`src/rtl/mem_write_arbiter_pkg.sv`:
```
// Shared encodings, widths and FSM state type for the two-requester memory write arbiter.
package mem_write_arbiter_pkg;

    localparam int ADDR_W = 30;
    localparam int BL_W   = 6;

    localparam logic [2:0] CMD_WRITE = 3'b000;
    localparam logic [2:0] CMD_READ  = 3'b001;

    typedef enum logic [1:0] {
        ST_IDLE = 2'd0,
        ST_DATA = 2'd1,
        ST_CMD  = 2'd2,
        ST_DONE = 2'd3
    } arb_state_t;

endpackage

```
`src/rtl/rr_arbiter2.sv`:
```
// Two-way round-robin grant; the last-grant register advances only when the grant is accepted.
module rr_arbiter2 #(
    parameter int FIRST_PRIO = 0
) (
    input  logic       clk,
    input  logic       rst_n,
    input  logic [1:0] i_req,
    input  logic       i_accept,
    output logic       o_gnt,
    output logic       o_valid
);

    logic r_last;

    always_comb begin
        o_valid = |i_req;
        if (i_req == 2'b11) begin
            o_gnt = ~r_last;
        end else begin
            o_gnt = i_req[1];
        end
    end

    // Reset to the opposite of FIRST_PRIO so that requester wins the first tie.
    always_ff @(posedge clk or negedge rst_n) begin
        if (!rst_n) begin
            r_last <= (FIRST_PRIO == 0);
        end else if (i_accept) begin
            r_last <= o_gnt;
        end
    end

endmodule

```
`src/rtl/mem_write_arbiter.sv`:
```
// Arbitrates two burst-write requesters onto one MCB-style write port (data first, then command).
// Optional sticky write-error latch blocking new grants: define MEM_ARB_ERR_LATCH_EN.
//
// state   | meaning
// IDLE    | waiting for calib_done and a pending request; arbitrate and latch burst
// DATA    | stream bl+1 words from the granted requester into the write FIFO
// CMD     | issue the write command once the command FIFO has room
// DONE    | one-cycle done pulse to the granted requester
module mem_write_arbiter
    import mem_write_arbiter_pkg::*;
#(
    parameter int FIRST_PRIO = 0
) (
    input  logic              clk,
    input  logic              rst_n,
    input  logic              calib_done,
    input  logic              req0_en,
    input  logic [ADDR_W-1:0] req0_addr,
    input  logic [BL_W-1:0]   req0_bl,
    input  logic [31:0]       req0_data,
    input  logic [3:0]        req0_mask,
    output logic              req0_data_rd,
    output logic              req0_done,
    input  logic              req1_en,
    input  logic [ADDR_W-1:0] req1_addr,
    input  logic [BL_W-1:0]   req1_bl,
    input  logic [31:0]       req1_data,
    input  logic [3:0]        req1_mask,
    output logic              req1_data_rd,
    output logic              req1_done,
    output logic              mem_cmd_en,
    output logic [2:0]        mem_cmd_instr,
    output logic [BL_W-1:0]   mem_cmd_bl,
    output logic [ADDR_W-1:0] mem_cmd_byte_addr,
    input  logic              mem_cmd_full,
    output logic              mem_wr_en,
    output logic [3:0]        mem_wr_mask,
    output logic [31:0]       mem_wr_data,
    input  logic              mem_wr_full,
    input  logic              mem_wr_underrun,
    input  logic              mem_wr_error,
    output logic              err_sticky
);

    arb_state_t        r_state;
    arb_state_t        w_state_nxt;
    logic              r_gnt;
    logic [ADDR_W-1:0] r_addr;
    logic [BL_W-1:0]   r_bl;
    logic [BL_W-1:0]   r_word_cnt;
    logic              w_arb_gnt;
    logic              w_arb_valid;
    logic              w_start;
    logic              w_wr_fire;
    logic              w_last_word;
    logic              w_err_block;

    rr_arbiter2 #(
        .FIRST_PRIO(FIRST_PRIO)
    ) u_rr_arbiter2 (
        .clk     (clk),
        .rst_n   (rst_n),
        .i_req   ({req1_en, req0_en}),
        .i_accept(w_start),
        .o_gnt   (w_arb_gnt),
        .o_valid (w_arb_valid)
    );

    assign w_start     = (r_state == ST_IDLE) && calib_done && w_arb_valid && !w_err_block;
    assign w_wr_fire   = (r_state == ST_DATA) && !mem_wr_full;
    assign w_last_word = (r_word_cnt == r_bl);

    always_ff @(posedge clk or negedge rst_n) begin
        if (!rst_n) begin
            r_state <= ST_IDLE;
        end else begin
            r_state <= w_state_nxt;
        end
    end

    always_comb begin
        w_state_nxt       = r_state;
        mem_wr_en         = 1'b0;
        mem_wr_mask       = '0;
        mem_wr_data       = '0;
        mem_cmd_en        = 1'b0;
        mem_cmd_instr     = '0;
        mem_cmd_bl        = '0;
        mem_cmd_byte_addr = '0;
        req0_data_rd      = 1'b0;
        req1_data_rd      = 1'b0;
        req0_done         = 1'b0;
        req1_done         = 1'b0;
        case (r_state)
            ST_IDLE: begin
                if (w_start) w_state_nxt = ST_DATA;
            end
            ST_DATA: begin
                mem_wr_en    = w_wr_fire;
                mem_wr_mask  = r_gnt ? req1_mask : req0_mask;
                mem_wr_data  = r_gnt ? req1_data : req0_data;
                req0_data_rd = w_wr_fire && !r_gnt;
                req1_data_rd = w_wr_fire && r_gnt;
                if (w_wr_fire && w_last_word) w_state_nxt = ST_CMD;
            end
            ST_CMD: begin
                mem_cmd_en        = !mem_cmd_full;
                mem_cmd_instr     = CMD_WRITE;
                mem_cmd_bl        = r_bl;
                mem_cmd_byte_addr = r_addr;
                if (!mem_cmd_full) w_state_nxt = ST_DONE;
            end
            ST_DONE: begin
                req0_done   = !r_gnt;
                req1_done   = r_gnt;
                w_state_nxt = ST_IDLE;
            end
            default: w_state_nxt = ST_IDLE;
        endcase
    end

    // Burst parameters are captured once at grant; requester pins are don't-care afterwards.
    always_ff @(posedge clk or negedge rst_n) begin
        if (!rst_n) begin
            r_gnt  <= 1'b0;
            r_addr <= '0;
            r_bl   <= '0;
        end else if (w_start) begin
            r_gnt  <= w_arb_gnt;
            r_addr <= w_arb_gnt ? req1_addr : req0_addr;
            r_bl   <= w_arb_gnt ? req1_bl : req0_bl;
        end
    end

    always_ff @(posedge clk or negedge rst_n) begin
        if (!rst_n) begin
            r_word_cnt <= '0;
        end else if (w_start) begin
            r_word_cnt <= '0;
        end else if (w_wr_fire) begin
            r_word_cnt <= w_last_word ? '0 : r_word_cnt + 1'b1;
        end
    end

`ifdef MEM_ARB_ERR_LATCH_EN
    logic r_err_sticky;

    always_ff @(posedge clk or negedge rst_n) begin
        if (!rst_n) begin
            r_err_sticky <= 1'b0;
        end else if (mem_wr_underrun || mem_wr_error) begin
            r_err_sticky <= 1'b1;
        end
    end

    assign err_sticky  = r_err_sticky;
    assign w_err_block = r_err_sticky;
`else
    logic w_unused_err;

    assign w_unused_err = mem_wr_underrun | mem_wr_error;
    assign err_sticky   = 1'b0;
    assign w_err_block  = 1'b0;
`endif

endmodule

```
`config.mk`:
```
export PLATFORM = sky130hd
export DESIGN_NAME = mem_write_arbiter
export DESIGN_NICKNAME = d
export VERILOG_FILES = /design/src/rtl/mem_write_arbiter_pkg.sv /design/src/rtl/rr_arbiter2.sv /design/src/rtl/mem_write_arbiter.sv
export SDC_FILE = /design/constraint.sdc
export NUM_CORES = 1
export LEC_CHECK = 0
export BUFFER_PORTS_ARGS = -buffer_cell sky130_fd_sc_hd__buf_2
export CORE_ASPECT_RATIO = 0.9
export CORE_MARGIN = 1.5
export CORE_UTILIZATION = 40
export DETAILED_ROUTE_END_ITERATION = 8
export PLACE_DENSITY = 0.79
export SLEW_MARGIN = 5
export SYNTH_ARGS = -nofsm -noshare
export SYNTH_HDL_FRONTEND = slang
export SYNTH_SLANG_ARGS = --single-unit
```
`constraint.sdc`:
```
create_clock -name clk -period 2.2 [get_ports clk]
set_clock_uncertainty 0.2 [all_clocks]
set_input_delay 0 -clock clk [delete_from_list [all_inputs] [get_ports clk]]
set_output_delay 0 -clock clk [all_outputs]
set_load 0.03 [all_outputs]
```
* Yosys cells after proc, flatten, opt, wreduce, memory -nomap -nowiden
Cells that the tools add are included.
** Storage, ports and cells
- Register bits :: 46
- Input bits :: 153
- Output and inout bits :: 82
** Operators by class
- Add/subtract/negate cells :: 1
- Equality and inequality tests :: 8
- Muxes and demuxes :: 22
- Bitwise operators :: 1
- Reductions and logical operators :: 13
** Operators with widths (number)
- $mux 32 :: 2
- $mux 30 :: 2
- $mux 6 :: 5
- $mux 4 :: 2
- $pmux 2 s4 :: 1
- $mux 1 :: 7
- $add 6x1->6 const B :: 1
- $eq 2x2->1 const B :: 3
- $eq 6x6->1 :: 1
- $logic_and 1x1->1 :: 6
- $mux 2 :: 3
- $ne 2x1->1 const B :: 2
- $logic_not 1->1 :: 3
- $reduce_and 3->1 :: 1
- $eq 2x1->1 const B :: 1
- $logic_not 2->1 :: 1
- $ne 2x2->1 const B :: 1
- $reduce_bool 2->1 :: 1
- $reduce_or 2->1 :: 1
- $not 1->1 :: 1

* Depth between registers and ports, before layout
Gate-level depths: netlist of run 1.
- Depth in word-level cells :: 5
- Gate-level depth with buffers :: 8
- Depth with buffers taken out :: 7

* Hierarchy
From an unflattened synthesis of run 1, not the netlist that was laid out.
** Unflattened totals
- Cell total of the unflattened synthesis :: 357
- Area, all modules :: 3234.4 um2
** Modules (own cells, without submodules)
- mem_write_arbiter :: times used 1, cells each 353, area each 3175.5 um2
- rr_arbiter2 :: times used 1, cells each 4, area each 58.8 um2

* Worst setup path before layout of run 1
No wires, ideal clock.
- Path type :: reg-to-reg
- Start point :: reg r_state[1]
- End point :: reg r_word_cnt[3]
- Library setup time :: 0.086 ns
- Data arrival time :: 1.545 ns
- Required time :: 1.914 ns
- Slack :: 0.369 ns
- Stages on the path, launching flop included :: 9
- Path buffers :: 1
- Clock period less this slack :: 1.831 ns
- Path through :: dfrtp_1 -> inv_1 -> ha_1 -> nand2b_1 -> buf_2 -> clkinv_1 -> nand3_1 -> o21ai_0 -> nor3_1
** Between the ends
- Cells in the longest elaborated chain, start to end :: 4
** RTL lines
- from (decl) :: RTL line mem_write_arbiter.sv:45 : arb_state_t r_state;
- from (signal assigned) :: RTL line mem_write_arbiter.sv:77 : r_state <= w_state_nxt;
- $logic_not 2->1 :: RTL line mem_write_arbiter.sv:69 : assign w_start = (r_state == ST_IDLE) && calib_done && w_arb_valid && !w_err_block;
- $logic_and 1x1->1 (2 in series) :: RTL line mem_write_arbiter.sv:69
- $mux 6 or $reduce_bool 2->1 (tied branches)
- to (signal assigned) :: RTL line mem_write_arbiter.sv:141 : r_word_cnt <= w_last_word ? '0 : r_word_cnt + 1'b1;
- to (decl) :: RTL line mem_write_arbiter.sv:50 : logic [BL_W-1:0] r_word_cnt;
Several ways; a longest one is shown, not always the timed one.
A chain may end at the register's enable or synchronous reset.

* Worst setup path in the final report of run 1
- Start point :: in req1_en
- End point :: reg r_addr[2]
** Between the ends
- Cells in the longest elaborated chain, start to end :: 3
** RTL lines
- from (decl) :: RTL line mem_write_arbiter.sv:24 : input logic req1_en,
- $eq 2x2->1 :: RTL line rr_arbiter2.sv:17 : if (i_req == 2'b11) begin
- $mux 1 :: RTL line rr_arbiter2.sv:17
- $mux 30 :: RTL line mem_write_arbiter.sv:130 : r_addr <= w_arb_gnt ? req1_addr : req0_addr;
- to (signal assigned) :: RTL line mem_write_arbiter.sv:130
- to (decl) :: RTL line mem_write_arbiter.sv:48 : logic [ADDR_W-1:0] r_addr;
Several ways; a longest one is shown, not always the timed one.

==> results of run 1 <==
## report_power, final
group | internal, mW | total [mW] | switching [mW]
Sequential | 1.22 | 1.51 | 0.295
Clock | 0.219 | 0.510 | 0.291
Combinational | 1.45 | 3.59 | 2.14
## critical path, stage by stage
cell and delay, ns:
dlygate4sd3_1 0.52, buf_2 0.14, a21boi_4 0.31, buf_4 0.20, mux2i_1 0.21, dlygate4sd3_1 0.57
o21ai_0 0.07
## per-stage QoR
stage	instance area, µm²	hold WS [ns]	worst slack, ns
finish	5410	0.0780	0.158
global route	5410	0.143	0.0682
CTS	5360	0.0981	0.00277
detailed placement	4480	-0.114	0.299
global placement	4480	-0.121	0.399
floorplan	3250	-0.496	0.369
## layout by cell type (no fill, tap or decap), drive strengths merged, types with 2 or more instances in the layout
cell / count
o21ai: 43
clkinvlp: 2
nor2b: 38
nor2: 4
a31oi: 2
nor3: 3
mux2i: 73
conb: 4
diode: 3
and2: 38
xnor2: 6
buf: 246
ha: 5
inv: 2
dlygate4sd3: 79
a21oi: 2
nand3: 4
dfrtp: 45
nand2: 44
and3: 3
clkbuf: 6
## state kept, by name, indices dropped and copies added (netlist names)
register and cells:
r_bl 6, u_rr_arbiter2.r_last 1, r_word_cnt 6, r_gnt 1, r_state 2, r_addr 30
## cells by family (layout without fill, tap and decap cells)
family	count (synthesis)	count (layout)	synth area share, %
AO/OA/AOI/OAI	54	54	9.43
buffers and inverters	33	335	5.45
flip-flops	46	46	35.6
multiplexers	74	74	23.0
other	1	7	0.116
AND/OR/NAND/NOR	138	138	22.8
XOR/XNOR	6	6	1.62
adder cells (fa/ha/maj)	5	5	1.93
## metal layers
metal	global-route usage, %	vias up	wire length [µm]
li1	-	1808	-
met3	6.71	36	816
met2	52.8	186	6650
met4	14.3	0	450
met1	29.0	1771	4420
met5	0	-	0
## cell usage after synthesis
library cell / count / area [µm²]
nand3_1: 4 / 20.0
clkinv_1: 1 / 3.75
dfstp_2: 1 / 26.3
buf_4: 5 / 37.5
mux2_4: 1 / 15.0
nand2b_1: 1 / 6.26
ha_1: 5 / 62.6
a31oi_1: 2 / 12.5
o211ai_1: 1 / 7.51
and2_1: 38 / 238
nand2_1: 44 / 165
conb_1: 1 / 3.75
a41oi_1: 1 / 8.76
xnor2_1: 6 / 52.6
o211a_1: 1 / 10.0
nor2_1: 4 / 15.0
inv_1: 2 / 7.51
buf_6: 3 / 33.8
a32o_1: 1 / 10.0
and3_1: 3 / 18.8
nand4b_1: 1 / 8.76
a21boi_1: 1 / 7.51
buf_2: 9 / 45.0
a21oi_1: 2 / 10.0
or3_1: 1 / 6.26
a22oi_1: 1 / 7.51
dfrtp_1: 45 / 1130
clkbuf_1: 13 / 48.8
nor3_1: 3 / 15.0
nor2b_1: 38 / 238
o21ai_1: 5 / 25.0
mux2i_1: 73 / 731
nand3b_1: 1 / 7.51
o21ai_0: 38 / 190
o41ai_2: 1 / 16.3
## path summary, 6_finish.rpt
kind | cells after the start | end | from
setup / recovery | 7 | r_addr[2]$_DFFE_PN0P_ | req1_en
hold / removal | 2 | r_addr[10]$_DFFE_PN0P_ | rst_n
setup reg to reg | 5 | r_addr[2]$_DFFE_PN0P_ | u_rr_arbiter2.r_last$_DFFE_PN1P_
hold reg to reg | 2 | r_addr[1]$_DFFE_PN0P_ | r_addr[1]$_DFFE_PN0P_
max in group asynchronous | 3 | r_addr[23]$_DFFE_PN0P_ | rst_n
min in group clk | 4 | mem_wr_data[4] | req0_data[4]
## cell type report
type                    count  area, µm²
flip-flops and latches     46       1150
clock inverters             1       7.51
diodes                      3       7.51
repair buffers            325       2100
clock buffers               6       72.6
inverters                   3       15.0
fillers                   574       2280
multi-input cells         281       1930
well taps                  96        120
## timing repair
item | 4_1_cts | 5_1_grt
buffers inserted | 0 | 6
endpoints found under the setup margin | 0 | 4
hold buffers | 79 | 0
hold endpoints to repair | 72 | 0
gates resized for setup | 0 | 2
==> impl_metrics.yaml, run 1 <==
die:
  fp-row-count: 30
  initial_core_util_pct: 42.1
  io_pins: 235
  die_w_um: 97.8
  core_area_um2: 7690
  die_area_um2: 8640
  die_h_um: 88.3
timing:
  drv_slew: 0
  min_period_ns: 2.04
  fmax_mhz: 490
  setup_violations: 0
  max_slew_margin_pct: 54.9
  worst_pin_slew_ns: 0.677
  finalSetupTns_ns: 0
  hold_viol_final: 0
  rsz0062_at_grt: "false"
  period_share_pct: 92.8
global_route:
  grt_max_degree: 77
  grt_usage_pct: 27.8
  antenna_found_initial: 3
  grt_pass1_vias: 3920
  grt_pass1_wl_um: 18900
  grt_overflow: 0
route:
  remaining_drc_errors: 0
  first_iter_violations: 132
  viasPerCell: 4.99
  drt_wl_total_um: 12300
  dr.pass1.iters: 4
  avgRoutedWirePerCell_um: 16.2
  drt.antenna.violating_nets: 0
  route.vias.total: 3801
clock_tree:
  worstSkewPairLatency_ns: 0.29
  clock_path_buffers: 2
  cts_made_buffers: 5
  clk_pin_slew_worst_paths_ns: 0.09
  htree_num_levels: 2
  clock-sinks: 46
  root_buffer: "clkbuf_8"
  tritoncts: "done"
hold_path:
  worst_hold_path_type: "primary input to asynchronous set/reset pin"
synth:
  yosysWarnings: 0
  synthCells: 357
  synth_cell_types: 35
  synth-seq-area-share_pct: 35.6
  ys_ff_latch: 46
  netlist_area_um2: 3240
  syn_area_per_cell_um2: 9.07
worst_setup_path:
  crit_arrival_ns: 2.02
  crit_type: "primary input to register"
  worstPathRequired_ns: 2.18
  cp-end-kind: "register"
  crit_path_max_fanout: 8
  cp-start-kind: "primary input"
  reg2reg_slack_ns: 0.17
power_and_ir_drop:
  power_mw: 5.61
  leakage_nw: 2.90
  vdd_drop_max_uv: 483
  power_density_nw_per_um2: 1040
place:
  gp_congestion: 0.874
  port_buffers: 228
  dp_cells: 666
  hpwl_um: 8230
layout:
  synthToLayoutAreaGrowth_pct: 67.3
  fin_cells: 761
  fin_nets: 820
  drive_above_1_share_pct: 39.1
  post-route-util_pct: 70.4
status:
  status: "completed"
job:
  cap_violations: 0
No activity file was read; power rests on OpenSTA's default activity.
==> run 2, diff against run 1 <==
--- a/config.mk
+++ b/config.mk
@@ -8,9 +8,10 @@
 export BUFFER_PORTS_ARGS = -buffer_cell sky130_fd_sc_hd__buf_2
 export CORE_ASPECT_RATIO = 0.9
 export CORE_MARGIN = 1.5
-export CORE_UTILIZATION = 40
+export CORE_UTILIZATION = 37
 export DETAILED_ROUTE_END_ITERATION = 8
-export PLACE_DENSITY = 0.79
+export HOLD_SLACK_MARGIN = 0.08
+export PLACE_DENSITY = 0.77
 export SLEW_MARGIN = 5
 export SYNTH_ARGS = -nofsm -noshare
 export SYNTH_HDL_FRONTEND = slang
==> constraint.sdc (replaced) <==
create_clock -name clk -period 1.7 [get_ports clk]
set_clock_uncertainty 0.2 [all_clocks]
set_input_delay 0 -clock clk [delete_from_list [all_inputs] [get_ports clk]]
set_output_delay 0 -clock clk [all_outputs]
set_load 0.03 [all_outputs]
==> run 2 against run 1 <==
Net effect:
- the flow now finishes with violations (setup timing)
- sequential power is 28% higher
- clock power is 42% higher
- final area is 30% higher
- critical path type is now register to output port
- highest routed layer is now met5
==> impl_metrics.yaml, run 2 (synthesis results as in run 1) <==
route:
  avgRoutedWirePerCell_um: 20.4
  dr.pass1.iters: 4
  drt.antenna.violating_nets: 0
  drt_wl_total_um: 16900
  remaining_drc_errors: 0
  viasPerCell: 5.15
  route.vias.total: 4254
  first_iter_violations: 176
place:
  gp_congestion: 0.784
  port_buffers: 228
  hpwl_um: 8340
layout:
  synthToLayoutAreaGrowth_pct: 117
  n_fill_cell: 475
  mostFrequentLayoutCells: "buf_2, buf_6, dlygate4sd3_1"
  largest_register_ffs: 30
  largest-register: "r_addr"
  reg_top3: "r_addr x30, r_bl x6, r_word_cnt x6"
  fin_nets: 856
  drive_above_1_share_pct: 57.4
  seqCellArea_um2: 1150
  multiInputGateArea_um2: 2490
  post-route-util_pct: 82.3
  final_common_cell: "buf_2"
die:
  io_pins: 235
  core_area_um2: 8530
  die_h_um: 91.7
  fp-row-count: 32
  die_area_um2: 9320
  die_w_um: 102
  initial_core_util_pct: 38.0
timing:
  worst_pin_slew_ns: 0.638
  period_share_pct: 110
  min_period_ns: 1.86
  hold_viol_final: 0
  rsz0062_at_grt: "true"
  finalSetupTns_ns: -4.43
  max_slew_margin_pct: 56.3
  setup_violations: 85
  final.setup.worst_slack_ns: -0.163
  fmax_mhz: 537
  drv_slew: 0
power_and_ir_drop:
  power_density_nw_per_um2: 1520
  vdd_drop_max_uv: 782
  leakage_nw: 3.41
clock_tree:
  htree_num_levels: 2
  root_buffer: "clkbuf_8"
  clk_pin_slew_worst_paths_ns: 0.09
  tritoncts: "done"
  clock-sinks: 46
  worstSkewPairLatency_ns: 0.29
  clock_path_buffers: 2
  cts_made_buffers: 5
worst_setup_path:
  slowest_delay_ns: 0.55
  crit_type: "register to output port"
  rr_worst_depth: 6
  cp-end-kind: "output port"
  regToRegEndpoint: "r_addr[27]$_DFFE_PN0P_"
  path_common_cell: "buf_6"
  cp_slowest_cell: "mux2i_1"
  cp-start-kind: "register"
  crit_buf_inv: 2
  crit_arrival_ns: 1.66
  crit_chain: "buf_6 > mux2i_1 > nor2b_4 > buf_6"
  crit_family: "multiplexers"
  reg2reg_slack_ns: -0.07
  crit_path_max_fanout: 5
  regToRegStartpoint: "r_state[0]$_DFFE_PN0P_"
  worstPathRequired_ns: 1.50
global_route:
  grt_pass1_vias: 3974
  antenna_found_initial: 7
  grt_util_met1_pct: 27.0
  met3_usage_pct: 6.02
  grt_overflow: 0
  met2_usage_pct: 52.4
  grt.busiest_layer: "met2"
  grt_pass1_wl_um: 19400
  grt_max_degree: 47
  grt_usage_pct: 27.1
hold_path:
  worst_hold_path_type: "primary input to asynchronous set/reset pin"
job:
  cap_violations: 0
status:
  violations: "setup timing"
  status: "complete, but fails checks"
-- run 2: cell types whose count changed in the layout (fill, tap and decap cells not counted), moves of 8 or more --
cell	previous run	this run
mux2i_2	0	8
clkbuf_16	0	8
buf_4	15	29
nor2b_4	0	34
buf_2	228	152
and2_4	0	37
nor2b_1	38	2
and2_1	38	1
buf_6	0	85
mux2i_1	73	58
-- run 2: cell type report --
cell class	count	area share [%]
Inverter	3	0.232
Clock buffer	7	1.23
Clock inverter	1	0.125
Tap cell	119	2.12
Timing Repair Buffer	361	44.1
Sequential cell	46	16.4
Antenna cell	8	0.285
Multi-Input combinational cell	281	35.5
-- run 2: worst register-to-register path: cells and delay by family (launching register included) --
kind | cells | cell delay [ns]
flops | 1 | 0.46
compound gates | 2 | 0.40
buf+inv | 3 | 0.48
fa+ha+maj | 1 | 0.14
-- run 2: through the flow --
step	total power, mW	hold slack [ns]	std cells	instance area, µm²	setup WS, ns
2_1_floorplan	5.18	-0.496	360	3330	0.0196
3_3_place_gp	6.51	-0.0744	700	4700	-0.0261
3_5_place_dp	6.66	-0.0732	700	4700	-0.0669
4_1_cts	7.97	0.146	794	5830	-0.0761
5_1_grt	11.1	0.193	824	7020	-0.226
6_report	10.7	0.133	826	7020	-0.163
-- run 2: where the power goes --
group          total, mW  switching, mW  internal [mW]
sequential          1.93          0.349           1.58
combinational       8.00           3.85           4.15
clock              0.724          0.387          0.337
total               10.7           4.59           6.06
-- run 2: what timing repair did --
item	4_1_cts	5_1_grt
pin swaps	6	7
gates cloned	0	13
hold buffers	78	0
endpoints found under the hold margin	89	0
resized for setup	71	239
endpoints found under the setup margin	118	120
buffers inserted	8	12
-- run 2: how the worst max path moves through the flow --
stage | from | to | cells after the start
after global routing | r_gnt$_DFFE_PN0P_ | mem_wr_mask[3] | 4
after detailed placement | r_word_cnt[2]$_DFFE_PN0P_ | r_word_cnt[5]$_DFFE_PN0P_ | 5
final | r_gnt$_DFFE_PN0P_ | mem_wr_mask[3] | 4
after CTS | r_state[1]$_DFFE_PN0P_ | mem_wr_mask[3] | 5
after floorplan | r_state[1]$_DFFE_PN0P_ | r_state[1]$_DFFE_PN0P_ | 6
after global placement | r_word_cnt[2]$_DFFE_PN0P_ | r_state[1]$_DFFE_PN0P_ | 5
-- run 2: metal layers --
| metal | wire [µm] | up-vias |
|---|---|---|
| met3 | 1210 | 78 |
| met4 | 942 | 2 |
| met5 | 15 | - |
| li1 | - | 1894 |
| met1 | 5910 | 2023 |
| met2 | 8800 | 257 |
==> run 3, diff against run 2 <==
--- a/config.mk
+++ b/config.mk
@@ -8,10 +8,10 @@
 export BUFFER_PORTS_ARGS = -buffer_cell sky130_fd_sc_hd__buf_2
 export CORE_ASPECT_RATIO = 0.9
 export CORE_MARGIN = 1.5
-export CORE_UTILIZATION = 37
+export CORE_UTILIZATION = 40
 export DETAILED_ROUTE_END_ITERATION = 8
 export HOLD_SLACK_MARGIN = 0.08
-export PLACE_DENSITY = 0.77
+export PLACE_DENSITY = 0.79
 export SLEW_MARGIN = 5
 export SYNTH_ARGS = -nofsm -noshare
 export SYNTH_HDL_FRONTEND = slang
==> constraint.sdc (replaced) <==
create_clock -name clk -period 2.4 [get_ports clk]
set_clock_uncertainty 0.2 [all_clocks]
set_input_delay 0 -clock clk [delete_from_list [all_inputs] [get_ports clk]]
set_output_delay 0 -clock clk [all_outputs]
set_load 0.03 [all_outputs]
==> run 3 against run 2 <==
Net effect:
- the run now ends clean
- critical path depth increased by 3
- power decreased by 51%
- non-clock buffer count decreased by 40
- critical endpoint is now r_addr[27]$_DFFE_PN0P_
- largest power group unchanged
==> impl_metrics.yaml, run 3 (synthesis results as in run 1) <==
worst_setup_path:
  worstPathRequired_ns: 2.38
  crit_type: "primary input to register"
  cp-end-kind: "register"
  rr_worst_depth: 5
  crit_arrival_ns: 2.26
  crit_path_max_fanout: 9
  cp-start-kind: "primary input"
timing:
  rsz0062_at_grt: "true"
  max_slew_margin_pct: 60.5
  finalSetupTns_ns: 0
  fmax_mhz: 439
  drv_slew: 0
  hold_viol_final: 0
  worst_pin_slew_ns: 0.592
  setup_violations: 0
  min_period_ns: 2.28
  period_share_pct: 94.9
global_route:
  grt_pass1_wl_um: 18600
  grt_overflow: 0
  grt_max_degree: 77
  antenna_found_initial: 3
  grt_pass1_vias: 3881
  grt_usage_pct: 27.8
die:
  core_area_um2: 7690
  fp-row-count: 30
  initial_core_util_pct: 42.1
  die_area_um2: 8640
  io_pins: 235
  die_w_um: 97.8
  die_h_um: 88.3
clock_tree:
  htree_num_levels: 2
  root_buffer: "clkbuf_8"
  clk_pin_slew_worst_paths_ns: 0.09
  worstSkewPairLatency_ns: 0.30
  cts_setup_buffers: 0
  clock_path_buffers: 2
  tritoncts: "done"
  cts_made_buffers: 5
  clock-sinks: 46
route:
  route.vias.total: 3835
  dr.pass1.iters: 5
  avgRoutedWirePerCell_um: 16.5
  remaining_drc_errors: 0
  first_iter_violations: 136
  viasPerCell: 5.05
  drt_wl_total_um: 12500
  drt.antenna.violating_nets: 0
hold_path:
  hold_depth: 4
  worst_hold_path_type: "primary input to output port"
power_and_ir_drop:
  vdd_drop_max_uv: 519
  power_density_nw_per_um2: 972
  leakage_nw: 2.89
place:
  gp_congestion: 0.859
  hpwl_um: 8290
  port_buffers: 228
layout:
  n_fill_cell: 593
  largest_register_ffs: 30
  mostFrequentLayoutCells: "buf_2, dlygate4sd3_1, mux2i_1"
  final_common_cell: "buf_2"
  fin_nets: 816
  synthToLayoutAreaGrowth_pct: 67.0
  post-route-util_pct: 70.3
  reg_top3: "r_addr x30, r_bl x6, r_word_cnt x6"
  largest-register: "r_addr"
  drive_above_1_share_pct: 38.2
job:
  cap_violations: 0
status:
  status: "completed"
-- run 3: changes by cell type in the layout (fill, tap and decap cells not counted), moves of 15 or more --
cell / before / now
buf_6: 85 / 1
buf_2: 152 / 228
and2_1: 1 / 38
and2_4: 37 / 0
nor2b_1: 2 / 38
nor2b_4: 34 / 0
buf_4: 29 / 7
mux2i_1: 58 / 73
-- run 3: power by group --
group          internal, mW  switching, mW  total, mW
combinational          1.37           1.96       3.33
clock                 0.232          0.273      0.505
sequential             1.11          0.305       1.42
-- run 3: repair_timing --
action | 4_1_cts | 5_1_grt
endpoints found under the setup margin | 0 | 21
hold buffers | 83 | 0
resized for setup | 0 | 1
hold endpoints to repair | 89 | 0
-- run 3: worst paths after layout --
kind	from	endpoint	slack [ns]
max	req0_en	r_addr[27]$_DFFE_PN0P_	0.12
min	req0_data[13]	mem_wr_data[13]	0.22
max reg2reg	u_rr_arbiter2.r_last$_DFFE_PN1P_	r_addr[27]$_DFFE_PN0P_	0.14
min reg2reg	r_addr[16]$_DFFE_PN0P_	r_addr[16]$_DFFE_PN0P_	0.28
max in group asynchronous	rst_n	r_addr[25]$_DFFE_PN0P_	0.28
min in group asynchronous	rst_n	r_addr[27]$_DFFE_PN0P_	0.55
-- run 3: final cells by class --
| type | count | area, µm² | share of cell area (%) |
|---|---|---|---|
| timing repair buffer | 321 | 2090 | 38.6 |
| multi-input combinational | 281 | 1930 | 35.7 |
| antenna | 4 | 10.0 | 0.185 |
| clock inverter | 2 | 12.5 | 0.231 |
| tap | 96 | 120 | 2.22 |
| sequential | 46 | 1150 | 21.3 |
| clock buffer | 6 | 82.6 | 1.53 |
| inverter | 3 | 11.3 | 0.208 |
-- run 3: per-stage QoR --
stage / cells / area [µm²] / hold WS, ns / power (mW) / setup slack [ns]
4_1_cts: 756 / 5400 / 0.219 / 5.19 / 0.0308
3_3_place_gp: 665 / 4480 / -0.188 / 4.37 / 0.597
3_5_place_dp: 665 / 4480 / -0.193 / 4.48 / 0.478
2_1_floorplan: 360 / 3250 / -0.496 / 3.59 / 0.569
5_1_grt: 758 / 5400 / 0.242 / 5.59 / 0.0161
6_report: 759 / 5410 / 0.215 / 5.25 / 0.123
-- run 3: worst max-delay path, cell delays in order --
cell           delay [ns]
dlygate4sd3_1        0.54
buf_2                0.16
a21boi_4             0.40
buf_4                0.25
mux2i_1              0.24
dlygate4sd3_1        0.59
o21ai_0              0.08
-- run 3: metal layers --
metal	vias up	GRT usage, %	wire, µm
li1	1804	-	-
met1	1786	27.3	4220
met2	200	52.7	6780
met3	45	7.19	894
met4	0	17.9	611
met5	-	0	0
